==> config.mk <==
export PLATFORM = sky130hd
export DESIGN_NAME = uart_tx_frame
export DESIGN_NICKNAME = d
export VERILOG_FILES = /design/src/rtl/uart_tx_frame.sv
export SDC_FILE = /design/constraint.sdc
export NUM_CORES = 1
export LEC_CHECK = 0
export ABC_AREA = 1
export BUFFER_PORTS_ARGS = -buffer_cell sky130_fd_sc_hd__buf_2
export CAP_MARGIN = 25
export CORE_MARGIN = 5
export CORE_UTILIZATION = 37
export DETAILED_ROUTE_END_ITERATION = 7
export PLACE_DENSITY = 0.61
export SYNTH_ARGS = -nofsm -noshare
export SYNTH_HDL_FRONTEND = slang
export SYNTH_SLANG_ARGS = --single-unit
==> constraint.sdc <==
create_clock -name clk_i -period 1.45 [get_ports clk_i]
set_input_delay 0.0725 -clock clk_i [delete_from_list [all_inputs] [get_ports clk_i]]
set_output_delay 0.0725 -clock clk_i [all_outputs]
set_load 0.05 [all_outputs]
==> src/rtl/uart_tx_frame.sv <==
// UART transmitter: configurable data width, optional parity, 1-2 stops.
// A one-entry holding register lets the next character queue behind the frame.
module uart_tx_frame #(
  parameter int CLK_PER_BIT = 16,
  parameter int DATA_W      = 8,
  parameter int PARITY_EN   = 0,
  parameter int PARITY_ODD  = 0,
  parameter int STOP_BITS   = 1
) (
  input  logic              clk_i,
  input  logic              reset_i,
  input  logic [DATA_W-1:0] tx_data_i,
  input  logic              ready_i,
  output logic              valid_o,
  output logic              tx_o,
  output logic              busy_o,
  output logic              frame_done_o
);

  localparam int CW    = (CLK_PER_BIT > 1) ? $clog2(CLK_PER_BIT) : 1;
  localparam int NBITS = 1 + DATA_W + PARITY_EN + STOP_BITS;
  localparam int BW    = $clog2(NBITS);

  localparam logic [CW-1:0] CNT_MAX   = CW'(CLK_PER_BIT - 1);
  localparam logic [BW-1:0] DATA_LAST = BW'(DATA_W - 1);
  localparam logic [BW-1:0] STOP_LAST = BW'(STOP_BITS - 1);
  localparam bit            PAR_ON    = (PARITY_EN != 0);
  localparam bit            PAR_ODD   = (PARITY_ODD != 0);

  if (CLK_PER_BIT < 1) begin : g_bad_cpb
    $error("uart_tx_frame: CLK_PER_BIT must be >= 1");
  end
  if (DATA_W < 5 || DATA_W > 9) begin : g_bad_dw
    $error("uart_tx_frame: DATA_W must be 5..9");
  end
  if (PARITY_EN != 0 && PARITY_EN != 1) begin : g_bad_pe
    $error("uart_tx_frame: PARITY_EN must be 0 or 1");
  end
  if (PARITY_ODD != 0 && PARITY_ODD != 1) begin : g_bad_po
    $error("uart_tx_frame: PARITY_ODD must be 0 or 1");
  end
  if (STOP_BITS != 1 && STOP_BITS != 2) begin : g_bad_sb
    $error("uart_tx_frame: STOP_BITS must be 1 or 2");
  end

  typedef enum logic [2:0] {
    S_IDLE,
    S_START,
    S_DATA,
    S_PAR,
    S_STOP
  } state_t;

  state_t            r_state;
  state_t            w_next;
  logic [CW-1:0]     r_cnt;
  logic [BW-1:0]     r_bit;
  logic [DATA_W-1:0] r_hold;
  logic [DATA_W-1:0] r_shift;
  logic              r_hold_full;
  logic              r_par;

  logic w_bit_end;
  logic w_last;
  logic w_load;
  logic w_accept;

  assign w_bit_end = (r_cnt == CNT_MAX);
  assign w_last    = (r_state == S_STOP) && w_bit_end && (r_bit == STOP_LAST);
  // Reload either from idle or on the final stop cycle for gapless frames
  assign w_load    = r_hold_full && ((r_state == S_IDLE) || w_last);
  assign w_accept  = valid_o && ready_i;

  always_ff @(posedge clk_i or posedge reset_i) begin
    if (reset_i) r_state <= S_IDLE;
    else         r_state <= w_next;
  end

  always_comb begin
    w_next = r_state;
    case (r_state)
      S_IDLE:  if (r_hold_full) w_next = S_START;
      S_START: if (w_bit_end) w_next = S_DATA;
      S_DATA:
        if (w_bit_end && r_bit == DATA_LAST)
          w_next = PAR_ON ? S_PAR : S_STOP;
      S_PAR:   if (w_bit_end) w_next = S_STOP;
      S_STOP:
        if (w_last)
          w_next = r_hold_full ? S_START : S_IDLE;
      default: w_next = S_IDLE;
    endcase
  end

  always_comb begin
    tx_o         = 1'b1;
    busy_o       = (r_state != S_IDLE);
    frame_done_o = w_last;
    valid_o      = !reset_i && !r_hold_full;
    case (r_state)
      S_START: tx_o = 1'b0;
      S_DATA:  tx_o = r_shift[0];
      S_PAR:   tx_o = r_par;
      default: tx_o = 1'b1;
    endcase
  end

  always_ff @(posedge clk_i or posedge reset_i) begin
    if (reset_i) begin
      r_hold      <= '0;
      r_hold_full <= 1'b0;
      r_shift     <= '0;
      r_par       <= 1'b0;
      r_cnt       <= '0;
      r_bit       <= '0;
    end else begin
      if (w_accept) r_hold <= tx_data_i;

      if (w_load)        r_hold_full <= 1'b0;
      else if (w_accept) r_hold_full <= 1'b1;

      if (w_load) begin
        r_shift <= r_hold;
        r_par   <= (^r_hold) ^ PAR_ODD;
        r_cnt   <= '0;
        r_bit   <= '0;
      end else if (r_state != S_IDLE) begin
        if (w_bit_end) begin
          r_cnt <= '0;
          r_bit <= (w_next != r_state) ? '0 : r_bit + 1'b1;
          if (r_state == S_DATA) r_shift <= r_shift >> 1;
        end else begin
          r_cnt <= r_cnt + 1'b1;
        end
      end
    end
  end

endmodule

## Word-level counts from Yosys, hierarchy flattened

Index checks and enable logic that the tools add are counted.

| cells by class | value |
|---|---|
| add/sub/neg operators | 2 |
| equal/unequal tests | 7 |
| mux-type cells | 21 |
| reductions and logical operators | 19 |

Operator list:

| kind | count |
|---|---|
| two-way mux 8 bit | 4 |
| two-way mux 4 bit | 7 |
| two-way mux 3 bit | 5 |
| one-hot mux 3 bit (5 select lines) | 1 |
| adder 4 x 1 -> 4 bit (second input constant) | 2 |
| nonzero test 2 bit | 4 |
| XOR reduction 8 bit | 1 |
| equality test 3 x 2 -> 1 bit (second input constant) | 2 |
| logical AND 1 bit | 6 |
| equality test 4 x 3 -> 1 bit (second input constant) | 1 |
| equality test 4 bit (second input constant) | 1 |
| zero test 4 bit | 1 |
| equality test 3 x 1 -> 1 bit (second input constant) | 1 |
| equality test 3 bit (second input constant) | 1 |
| zero test 3 bit | 1 |
| two-way mux 1 bit | 3 |
| inequality test 3 bit | 1 |
| one-hot mux 1 bit (3 select lines) | 1 |
| AND reduction 3 bit | 1 |
| nonzero test 3 bit | 1 |
| zero test 1 bit | 2 |
| AND reduction 2 bit | 1 |
| logical OR 1 bit | 1 |

| storage, ports and cells | value |
|---|---|
| register bits | 29 |
| input port bits | 11 |
| output and inout bits | 4 |
| word-level logic and storage cells | 56 |

## Longest topological paths before layout

| depth | value |
|---|---|
| word-level depth | 10 |
| mapped depth | 12 |
| gate-level depth less buffers | 12 |

## Worst setup path before layout

No wires, ideal clock.

| timing path | value |
|---|---|
| kind | register to output |
| start point | reg r_cnt[0] |
| end point | out frame_done_o |
| arrival | 1.825 ns |
| path slack | -0.448 ns |
| cell stages (with the launch flop) | 4 |
| path buffers | 0 |
| path through | dfrtp_1 -> ha_1 -> nand3_4 -> nor3_1 |

| between the ends | value |
|---|---|
| cells in the longest elaborated chain, start to end | 3 |

Ends and longest elaborated chain:

| element | RTL line | source |
|---|---|---|
| start, declared | 56 | `logic [CW-1:0] r_cnt;` |
| start signal, assigned | 133 | `r_cnt <= r_cnt + 1'b1;` |
| equality test 4 bit | 68 | `assign w_bit_end = (r_cnt == CNT_MAX);` |
| logical AND 1 bit (2 in series) | 69 | `assign w_last = (r_state == S_STOP) && w_bit_end && (r_bit == STOP_LAST);` |
| end, declared | 17 | `output logic frame_done_o` |

No other way between the ends.

## Worst setup path in the final report

| timing path | value |
|---|---|
| start point | reg r_cnt[0] |
| end point | reg r_shift[4] |

| between the ends | value |
|---|---|
| cells in the longest elaborated chain, start to end | 7 |

Ends and longest elaborated chain:

| element | RTL line | source |
|---|---|---|
| equality test 4 bit (*) | 68 |  |
| logical AND 1 bit (2 in series) | 69 |  |
| logical OR 1 bit | 71 | `assign w_load = r_hold_full && ((r_state == S_IDLE) \|\| w_last);` |
| logical AND 1 bit | 71 |  |
| nonzero test 2 bit (no source line) | -- |  |
| AND reduction 3 bit (no source line) | -- |  |
| end signal, assigned | 123 | `r_shift <= r_hold;` |
| end signal, assigned | 131 | `if (r_state == S_DATA) r_shift <= r_shift >> 1;` |
| end, declared | 59 | `logic [DATA_W-1:0] r_shift;` |

Every way passes the cells marked *; elsewhere a longest branch is shown, timed or not.
A chain may end at the register's enable or synchronous reset.

==> flow_metrics.env <==
export IMPL_cp_startpoint="r_cnt[0]"
export IMPL_rsz0062_at_grt="true"
export IMPL_cts_buffers=5
export IMPL_drt_iter0_drc=34
export IMPL_synth_area_leaders="dfrtp_1 42%, o21ai_2 8.7%, nand2_1 7.5%, inv_1 4.8%, nand2_2 3.3%"
export IMPL_vias=1418
export IMPL_start_util_pct=38.7
export IMPL_worst_slack_ns=-0.0526
export IMPL_gp_congestion=0.792
export IMPL_required_ns=1.63
export IMPL_setup_viol=12
export IMPL_final_nets=259
export IMPL_power_leakage_nw=1.20
export IMPL_ir_worst_vdd_mv=0.818
export IMPL_ys_ff_latch=29
export IMPL_syn_area_um2=1710
export IMPL_ys_warn_count=0
export IMPL_finalClockSkew_ns=0.00475
export IMPL_status="complete, but fails checks"
export IMPL_cp_start_kind="flip-flop"
export IMPL_min_period_ns=1.50
export IMPL_holdCritPathClass="in2reg"
export IMPL_swShare_pct=29.1
export IMPL_die_h_um=78.0
export IMPL_dp_hpwl_um=2650
export IMPL_relSlewSlack_pct=75.2
export IMPL_failed_checks="setup timing"
export IMPL_core_area_um2=4410
export IMPL_crit_path_end="r_shift[4]"
export IMPL_p_per_area_nw_per_um2=912
export IMPL_hold_viol_final=0
export IMPL_synth_edf_count=0
export IMPL_criticalPathCategory="reg2reg"
export IMPL_drtPass1Iterations=4
export IMPL_grtUsageTotal_pct=13.2
export IMPL_io_pins=15
export IMPL_wire_per_inst_um=12.6
export IMPL_r2r_slack_ns=-0.05
export IMPL_tightest_slew_ns=0.372
export IMPL_grt_max_degree=16
export IMPL_die_w_um=78.0
export IMPL_synth_largest_area_cell="dfrtp_1"
export IMPL_design_die_area_um2=6080
export IMPL_clock_sinks=29
export IMPL_clk_pin_slew_worst_paths_ns=0.07
export IMPL_synthToLayoutAreaGrowth_pct=45.7
export IMPL_pwr_share_clk_pct=32.9
export IMPL_timing_rr_end="r_shift[4]"
export IMPL_synth_cell_type_count=29
export IMPL_maxCapViolCount=0
export IMPL_io_buffers=14
export IMPL_power_mw=2.27
export IMPL_period_share_pct=104
export IMPL_timing_rr_start="r_cnt[0]"
export IMPL_p_sw_mw=0.660
export IMPL_synth_top_area_share_pct=42.4
export IMPL_cts_root_buffer="clkbuf_8"
export IMPL_grt_pass1_wl_um=6480
export IMPL_ant_nets=0
export IMPL_syn_inst=187
export IMPL_clock_fmax_ghz=0.666
export IMPL_synth_main_ff_cell="dfrtp_1"
export IMPL_synthArstFlopShare_pct=100
export IMPL_routed_wl_um=3750
export IMPL_end_kind="flip-flop"
export IMPL_syn_nets=201
export IMPL_nFillCells=396
export IMPL_route_detailed_drc=0
export IMPL_grt_overflow_total=0
export IMPL_tritoncts="built"
export IMPL_antenna_found_initial=0
export IMPL_combPwrFrac_pct=22.1
export IMPL_via_per_inst=4.76
export IMPL_rr_worst_depth=11
export IMPL_ys_seq_area_share_pct=42.4
export IMPL_drive_gt1_share_pct=56.1
export IMPL_p_int_mw=1.61
export IMPL_diodes=0
export IMPL_grt_pass1_vias=1433
export IMPL_ctsHtreeMaxLevel=2
export IMPL_worstPathMaxFanout=6
export IMPL_clk_path_buf_depth=2
export IMPL_num_rows=24
export IMPL_seqPwrFrac_pct=45.1
export IMPL_maxSlewViolCount=0
export IMPL_clk_latency_ns=0.28
export IMPL_avgSynthCellArea_um2=9.15
export IMPL_dpl_worst_slack_ns=-0.0886
export IMPL_cp_arrival_ns=1.68
==> metal layers <==
layer  global-route usage (%)  wire, µm  part of all wire (%)
met4                     5.24        84                   2.2
met5                        0         0                     0
met2                     20.0      1860                    50
met3                     4.17       138                   3.7
met1                     17.4      1660                    44
==> worst min-delay path by stage <==
stage / from / to / slack [ns] / cells past startpoint
after floorplan: reset_i / r_bit[0] / 0.15 / 1
after global placement: reset_i / r_shift[6] / 0.11 / 2
after detailed placement: reset_i / r_shift[6] / 0.10 / 2
after CTS: tx_data_i[7] / r_hold[7] / 0.01 / 2
after global routing: tx_data_i[7] / r_hold[7] / 0.002 / 2
final: tx_data_i[7] / r_hold[7] / 0.02 / 2
==> through the flow <==
step | hold WS, ns | util (%) | area (µm²) | setup TNS (ns) | cells
floorplan | 0.151 | - | 1740 | 0 | 187
global placement | 0.106 | 46.9 | 2070 | -0.478 | 279
detailed placement | 0.103 | 46.9 | 2070 | -0.679 | 279
CTS | 0.0142 | 52.1 | 2300 | -0.355 | 291
global route | 0.00230 | 56.5 | 2490 | -1.27 | 298
finish | 0.0204 | 56.5 | 2490 | -0.337 | 298
==> cell families (layout without fill, tap and decap cells) <==
kind of cell	after synthesis	in the layout	synth area share, %
adder cells (fa/ha/maj)	3	3	2.19
flip-flops	29	29	42.4
AO/OA/AOI/OAI	33	33	15.0
multiplexers	3	3	1.97
AND/OR/NAND/NOR	78	79	24.7
buffers and inverters	31	89	8.63
XOR/XNOR	10	10	5.12
==> state kept, by name, indices dropped and copies added (netlist names) <==
register     cells
r_cnt            4
r_bit            4
r_par            1
r_hold_full      1
r_state          3
r_shift          8
r_hold           8
==> cell usage after synthesis, drive strengths merged, types with 4 or more instances <==
cell	number
nand2	46
dfrtp	29
inv	27
o21ai	20
nor2	14
nand3	10
a21oi	9
xnor2	6
nand4	5
xor2	4
==> what timing repair did <==
item | CTS | global route
endpoints found under the hold margin | 8 | 0
gates cloned | 0 | 2
hold buffers | 1 | 0
endpoints found under the setup margin | 13 | 17
pin swaps | 7 | 10
gates resized for setup | 26 | 31
setup buffers | 3 | 5
==> critical path: stages, from the launching register on <==
cell	delay, ns
dfrtp_1	0.39
ha_4	0.17
nand3_4	0.10
nor2_4	0.09
nand2_2	0.07
nand2_4	0.10
nand2_8	0.09
clkbuf_16	0.18
nand2_4	0.05
o21ai_2	0.04
nand2_1	0.06
o21ai_2	0.05
==> power groups by stage <==
stage	Clock (mW)	Sequential, mW	Combinational (mW)
CTS	0.760	1.02	0.508
detailed placement	0	1.03	0.504
global placement	0	1.03	0.500
global route	0.808	1.03	0.556
finish	0.747	1.02	0.501
floorplan	0	1.01	0.418
==> placed cells by master, fill, tap and decap left out, types with 2 or more instances in the layout <==
cell	netlist	final
inv_1	22	20
nand3_1	5	5
buf_12	1	3
nor2_4	1	4
a21oi_1	9	8
nand4_1	5	5
nand3_2	3	2
xor2_1	4	4
buf_6	2	10
o21ai_0	3	2
inv_2	5	5
dfrtp_2	0	2
inv_4	0	2
nor2_2	2	3
mux2_2	3	3
buf_4	0	26
nand3_4	2	3
clkbuf_8	0	7
xnor2_1	6	6
nor2_1	11	7
o21ai_2	17	17
buf_2	0	12
ha_4	0	3
dfrtp_1	29	27
nand2_2	9	20
nand2_1	34	19
nand2_4	3	7
==> final cells by class <==
cell class	instances	area, µm²	area share [%]
repair buffers	54	478	19.2
multi-input cells	128	1010	40.7
inverters	27	106	4.27
flip-flops and latches	29	728	29.2
clock inverters	1	5.00	0.201
well taps	52	65.1	2.61
clock buffers	7	96.3	3.87
(Power assumes the default switching activity.)
